--- config.mk ---
export PLATFORM = sky130hd
export DESIGN_NAME = sync_updn_counter
export DESIGN_NICKNAME = d
export VERILOG_FILES = /design/src/rtl/cnt_pkg.sv /design/src/rtl/tff_en.sv /design/src/rtl/sync_updn_counter.sv
export SDC_FILE = /design/constraint.sdc
export NUM_CORES = 1
export LEC_CHECK = 0
export CAP_MARGIN = 5
export CORE_MARGIN = 4
export CORE_UTILIZATION = 49
export DETAILED_ROUTE_END_ITERATION = 8
export PLACE_DENSITY_LB_ADDON = 0.08
export SYNTH_ARGS = -nofsm -noshare
export SYNTH_HDL_FRONTEND = slang
export SYNTH_SLANG_ARGS = --single-unit
--- constraint.sdc ---
create_clock -name clk -period 2.25 [get_ports clk]
set_input_delay 0.675 -clock clk [delete_from_list [all_inputs] [get_ports clk]]
set_output_delay 0.675 -clock clk [all_outputs]
set_load 0.05 [all_outputs]
--- src/rtl/cnt_pkg.sv ---
`default_nettype none
// ============================================================================
// Module      : cnt_pkg
// Description : Shared constants and load-clamp helper for counter blocks.
// Revision    : 1.0 - initial release
// ============================================================================
package cnt_pkg;

    localparam logic DIR_UP    = 1'b1;
    localparam logic DIR_DN    = 1'b0;
    localparam logic MODE_WRAP = 1'b0;
    localparam logic MODE_SAT  = 1'b1;

    // Limits a requested load value to the highest legal count.
    function automatic logic [31:0] clamp_load(input logic [31:0] i_val,
                                               input logic [31:0] i_max);
        return (i_val > i_max) ? i_max : i_val;
    endfunction

endpackage
`default_nettype wire

--- src/rtl/tff_en.sv ---
`default_nettype none
// ============================================================================
// Module      : tff_en
// Description : Rising-edge T flip-flop, asynchronous active-high reset to 0.
// Revision    : 1.0 - initial release
// ============================================================================
module tff_en (
    input  logic clk,
    input  logic rst,
    input  logic t,
    output logic q
);

    logic r_bit_q;
    logic w_bit_d;

    always_comb begin
        w_bit_d = r_bit_q ^ t;
    end

    always_ff @(posedge clk or posedge rst) begin
        if (rst) begin
            r_bit_q <= 1'b0;
        end else begin
            r_bit_q <= w_bit_d;
        end
    end

    assign q = r_bit_q;

endmodule
`default_nettype wire

--- src/rtl/sync_updn_counter.sv ---
`default_nettype none
// ============================================================================
// Module      : sync_updn_counter
// Description : Synchronous up/down modulo counter built from T flip-flops,
//               with enable, clamped parallel load, wrap/saturate and wrap pulse.
// Revision    : 1.0 - initial release
// ============================================================================
module sync_updn_counter
    import cnt_pkg::*;
#(
    parameter int N   = 6,
    parameter int MOD = 2 ** N
) (
    input  logic         clk,
    input  logic         rst,
    input  logic         en,
    input  logic         up,
    input  logic         sat,
    input  logic         load,
    input  logic [N-1:0] d,
    output logic [N-1:0] q,
    output logic         wrap,
    output logic         zero
);

    if ((N < 2) || (MOD < 2) || (MOD > (2 ** N))) begin : g_mod_check
        $fatal(1, "sync_updn_counter: MOD must lie in 2..2**N and N >= 2");
    end

    localparam logic [N-1:0] c_max = N'(MOD - 1);

    logic [N-1:0] w_q;
    logic [N-1:0] w_q_next;
    logic [N-1:0] w_toggle;
    logic [N-1:0] w_load_val;
    logic [N:0]   w_inc;
    logic [N:0]   w_dec;
    logic         w_at_top;
    logic         w_at_bot;
    logic         w_wrap_d;
    logic         r_wrap_q;

    assign w_load_val = N'(clamp_load(32'(d), 32'(MOD - 1)));
    assign w_inc      = {1'b0, w_q} + {{N{1'b0}}, 1'b1};
    assign w_dec      = {1'b0, w_q} - {{N{1'b0}}, 1'b1};
    // The carry out only fires for a full-range modulus; the compare covers the rest.
    assign w_at_top   = w_inc[N] | (w_q == c_max);
    // Borrow out of the N+1-bit subtraction is set exactly when q is zero.
    assign w_at_bot   = w_dec[N];

    always_comb begin
        w_q_next = w_q;
        w_wrap_d = 1'b0;
        if (load) begin
            w_q_next = w_load_val;
        end else if (en) begin
            if (up == DIR_UP) begin
                if (!w_at_top) begin
                    w_q_next = w_inc[N-1:0];
                end else if (sat == MODE_WRAP) begin
                    w_q_next = '0;
                    w_wrap_d = 1'b1;
                end
            end else begin
                if (!w_at_bot) begin
                    w_q_next = w_dec[N-1:0];
                end else if (sat == MODE_WRAP) begin
                    w_q_next = c_max;
                    w_wrap_d = 1'b1;
                end
            end
        end
    end

    assign w_toggle = w_q ^ w_q_next;

    for (genvar gi = 0; gi < N; gi++) begin : g_tff
        tff_en u_tff (
            .clk (clk),
            .rst (rst),
            .t   (w_toggle[gi]),
            .q   (w_q[gi])
        );
    end

    always_ff @(posedge clk or posedge rst) begin
        if (rst) begin
            r_wrap_q <= 1'b0;
        end else begin
            r_wrap_q <= w_wrap_d;
        end
    end

    assign q    = w_q;
    assign wrap = r_wrap_q;
    assign zero = (w_q == '0);

endmodule
`default_nettype wire
== Word-level counts from Yosys, hierarchy flattened ==
Cells that the tools add are included.

* Word-level logic and storage cells: 32
* Bits of input ports: 12
* Register bits: 7
* Memory bits (read-only): 0
* Bits in latches: 0
* Output and inout port bits: 8
* Memories kept: 0
* Bits in writable memories: 0

* Equality and inequality tests: 1
* $mul: 0
* Add/subtract/negate cells: 2
* Shift-type cells: 0
* Order comparisons: 0
* Mux-type cells: 13
* Bitwise logic cells: 8
* Div/mod/pow operators: 0
* Reduce and logical (&&, ||, !) cells: 1

{| class="wikitable"
|+ Operators by type and width
! operator !! count
|-
| $mux W6 || 7
|-
| $add A6 B1 Y7 const B || 1
|-
| $sub A6 B1 Y7 const B || 1
|-
| $eq A6 B6 Y1 const B || 1
|-
| $logic_not A6 Y1 || 1
|-
| $mux W1 || 6
|-
| $xor A1 B1 Y1 || 6
|-
| $xor A6 B6 Y6 || 1
|-
| $or A1 B1 Y1 || 1
|}

== Longest topological paths before layout ==
Gate-level depths: netlist (run 1).

* Word-level depth: 8
* Depth in mapped cells: 8

== Cells and area by module ==
From an unflattened synthesis (run 1), not the netlist that was laid out.

* Cell total of the unflattened synthesis: 118
* Area, all modules: 893.4 µm²

{| class="wikitable"
|+ By module, submodules not included
! module !! instances !! sequential area each (µm²) !! area an instance (µm²) !! cells an instance
|-
| sync_updn_counter || 1 || 25.0 || 668.1 || 100
|-
| tff_en || 6 || 25.0 || 37.5 || 3
|}

== Worst setup path before layout (run 1) ==
No wires, ideal clock.

* Kind: reg-to-output
* Start point: register g_tff[5].u_tff.r_bit_q
* End point: output port zero
* Arrival time: 1.301 ns
* Stages on the path, launching flop included: 4
* Setup slack: 0.274 ns
* Buffers on the path: 1
* Path through: dfrtp_1 -> buf_6 -> nor4_4 -> and2_1

* Cells in the longest elaborated chain, start to end: 1

{| class="wikitable"
|+ RTL lines
! item !! line !! text
|-
| start, declared || tff_en.sv:14 || <nowiki>logic r_bit_q;</nowiki>
|-
| start signal, assigned || tff_en.sv:25 || <nowiki>r_bit_q <= w_bit_d;</nowiki>
|-
| $logic_not A6 Y1 || sync_updn_counter.sv:96 || <nowiki>assign zero = (w_q == '0);</nowiki>
|-
| end, declared || sync_updn_counter.sv:23 || <nowiki>output logic zero</nowiki>
|}

No other way between the ends.

== Worst setup path in the final report (run 1) ==
* Start point: register g_tff[3].u_tff.r_bit_q
* End point: output port zero

* Cells in the longest elaborated chain, start to end: 1

{| class="wikitable"
|+ RTL lines
! item !! line
|-
| start, declared || tff_en.sv:14
|-
| start signal, assigned || tff_en.sv:25
|-
| $logic_not A6 Y1 || sync_updn_counter.sv:96
|}

No other way between the ends.

==> results of run 1 <==
==> cell families after synthesis <==
group | count (synthesis) | share of synthesized area (%)
XOR/XNOR | 1 | 1.01
AND/OR/NAND/NOR | 41 | 28.8
multiplexers | 1 | 1.30
AO/OA/AOI/OAI | 34 | 27.5
buffers and inverters | 27 | 16.9
flip-flops | 7 | 20.2
adder cells (fa/ha/maj) | 3 | 4.34
==> through the flow <==
stage	utilization (%)	cell area, sq um
after floorplan	-	866
after CTS	68.8	1100
after global placement	67.1	1070
final	69.3	1100
after detailed placement	67.1	1070
after global routing	69.3	1100
==> registers in the layout, indices dropped and copies added, names as in the netlist <==
signal and cells:
g_tff.u_tff.q 6, wrap 1
==> synthesized netlist by cell type (3+ instances only) <==
library cell	count
buf_4	7
nand3_1	3
nor2_1	5
nor3_1	5
o21ai_0	4
clkbuf_1	7
ha_1	3
a31oi_1	3
buf_2	3
nand4_1	3
inv_1	8
nand2_1	7
dfrtp_1	7
a21oi_1	9
and3_1	3
==> power groups by stage <==
| stage | clock (W) | combinational [W] | sequential, W |
|---|---|---|---|
| 2_1_floorplan | 0 | 0.000216 | 0.000153 |
| 3_5_place_dp | 0 | 0.000284 | 0.000160 |
| 4_1_cts | 0.000123 | 0.000284 | 0.000158 |
| 3_3_place_gp | 0 | 0.000277 | 0.000160 |
| 5_1_grt | 0.000131 | 0.000311 | 0.000162 |
| 6_report | 0.000118 | 0.000289 | 0.000159 |
==> worst max-delay path, cell delays in order, from the launching register on <==
cell and delay (ps):
dfrtp_2 490, nor4_4 380, and2_1 230, buf_12 140
==> cell usage in the layout (no fill, tap or decap), drive strengths merged, types with 4 or more instances in the layout <==
cell	n
buf	22
clkdlybuf4s50	12
a21oi	9
inv	8
nand2	7
dfrtp	7
nor2	5
nor3	5
o21ai	4
clkbuf	4
==> layout make-up <==
cell class | count | share of cell area (%)
inverter | 8 | 2.72
multi-input combinational | 80 | 49.3
clock buffer | 4 | 2.38
timing repair buffer | 34 | 27.0
tap | 24 | 2.72
sequential | 7 | 16.0
==> per-layer routing <==
layer	vias to the layer above	GRT usage (%)	wire length, um
met5	-	0	0
met4	0	8.76	21
met2	55	35.0	1180
met1	451	27.8	1050
li1	451	-	-
met3	4	1.81	208
==> final timing paths <==
path	cells after the start	end
setup reg to reg	6	g_tff[4].u_tff.q
hold reg to reg	3	g_tff[0].u_tff.q
setup / recovery	3	zero
min in group clk	3	g_tff[0].u_tff.q
hold / removal	2	g_tff[0].u_tff.q
max in group asynchronous	2	g_tff[3].u_tff.q
==> timing repair <==
action                     4_1_cts  5_1_grt
setup buffers                    0        1
setup endpoints to repair        0        1
hold buffers                     0        0
gates resized for setup          0        1
==> impl_metrics.tcl, run 1 <==
set metrics [dict create \
    status "finished, final reports clean" \
    grt_use_total_pct 21.2 \
    antenna_found_initial 0 \
    syn_area_sq_um 866 \
    synth_area_leaders "dfrtp_1 20%, buf_4 6.1%, a21oi_1 5.2%" \
    finalHoldViolCount 0 \
    start_util_pct 54.3 \
    clock_skew_ps 1.48 \
    yosysTopAreaCell "dfrtp_1" \
    cp.arrival_ps 1510 \
    synth-seq-cells 7 \
    setup_slack_ps 66.7 \
    critPathCaptureType "primary output" \
    period_needed_ps 2180 \
    rrSetupSlack_ps 260 \
    clockRootBuffer "clkbuf_4" \
    drtIter0Drc 51 \
    insertedDiodeCount 0 \
    start_kind "flop" \
    netlist_instances 114 \
    setup_viol_count_final 0 \
    grt-ovfl-total 0 \
    grt_max_degree 14 \
    maxSlewHeadroom_pct 67.0 \
    drv_cap 0 \
    critical_path.reg2reg.startpoint "g_tff[0].u_tff.q" \
    synth-main-ff-cell "dfrtp_1" \
    core_sq_um 1590 \
    nFillCells 131 \
    hp-class "input port to asynchronous set/reset pin" \
    async_flop_share_pct 100 \
    cts_max_path_buffers 2 \
    synthDistinctLibCells 43 \
    cp_max_fo 12 \
    drive_above_1_share_pct 22.6 \
    rows 14 \
    synth_edf_count 0 \
    drc 0 \
    tns_ps 0 \
    die_y_um 50.0 \
    worst_pin_slew_ps 493 \
    power_density_nw_per_um2 512 \
    synth_area_per_cell_sq_um 7.60 \
    yosysSeqAreaShare_pct 20.2 \
    synth_top_area_share_pct 20.2 \
    clock_tree.htree_level_count 1 \
    ios 20 \
    final_nets 149 \
    final_antenna_net_count 0 \
    clock_latency_ps 250 \
    wl_per_cell_um 15.7 \
    multi_input_area_sq_um 544 \
    pwr-share-seq_pct 28.1 \
    synth_nets 129 \
    regArea_sq_um 176 \
    dieArea_sq_um 2500 \
    period_share_pct 97.0 \
    wl_mm 2.46 \
    max-vdd-ir-drop_uv 230 \
    cp_data_required_time_ps 1570 \
    grt_pass1_wl_mm 4.15 \
    clkPwrFrac_pct 20.8 \
    place.gp.congestion 0.842 \
    switching_share_pct 42.5 \
    hold_slack_ps 659 \
    cts_tree "done" \
    p_int_w 0.000326 \
    clock_sinks 7 \
    finalMaxSlewViolations 0 \
    detailedPlace.worstSlack_ps 41.0 \
    critical_path_class "flop to primary output" \
    clkTransAtPathRegs_ps 50 \
    die_w_um 50.0 \
    fin_cells 157 \
    first_pass_iters 4 \
    p_comb_share_pct 51.1 \
    cts-buffers-inserted 3 \
    power.total_w 0.000566 \
    placedCellCount 152 \
    crit_start "g_tff[3].u_tff.q" \
    grt_setup_unrepaired "no" \
    dpl.hpwl_mm 1.87 \
    vias_per_cell 6.12 \
    max_freq_ghz 0.458 \
    io_buffers 19 \
    syn_to_final_growth_pct 27.6 \
    grt_pass1_vias 888 \
    ys.warnings.count 0 \
    p_sw_w 0.000240 \
    p_leak_nw 0.480 \
    vias 961 \
]
(Power assumes the default switching activity.)
==> run 2, diff against run 1 <==
--- a/config.mk
+++ b/config.mk
@@ -9,6 +9,7 @@
 export CORE_MARGIN = 4
 export CORE_UTILIZATION = 49
 export DETAILED_ROUTE_END_ITERATION = 8
+export GPL_ROUTABILITY_DRIVEN = 0
 export PLACE_DENSITY_LB_ADDON = 0.08
 export SYNTH_ARGS = -nofsm -noshare
 export SYNTH_HDL_FRONTEND = slang
==> results of run 2 <==
Final layout, timing and power as in run 1 (identical DEF).
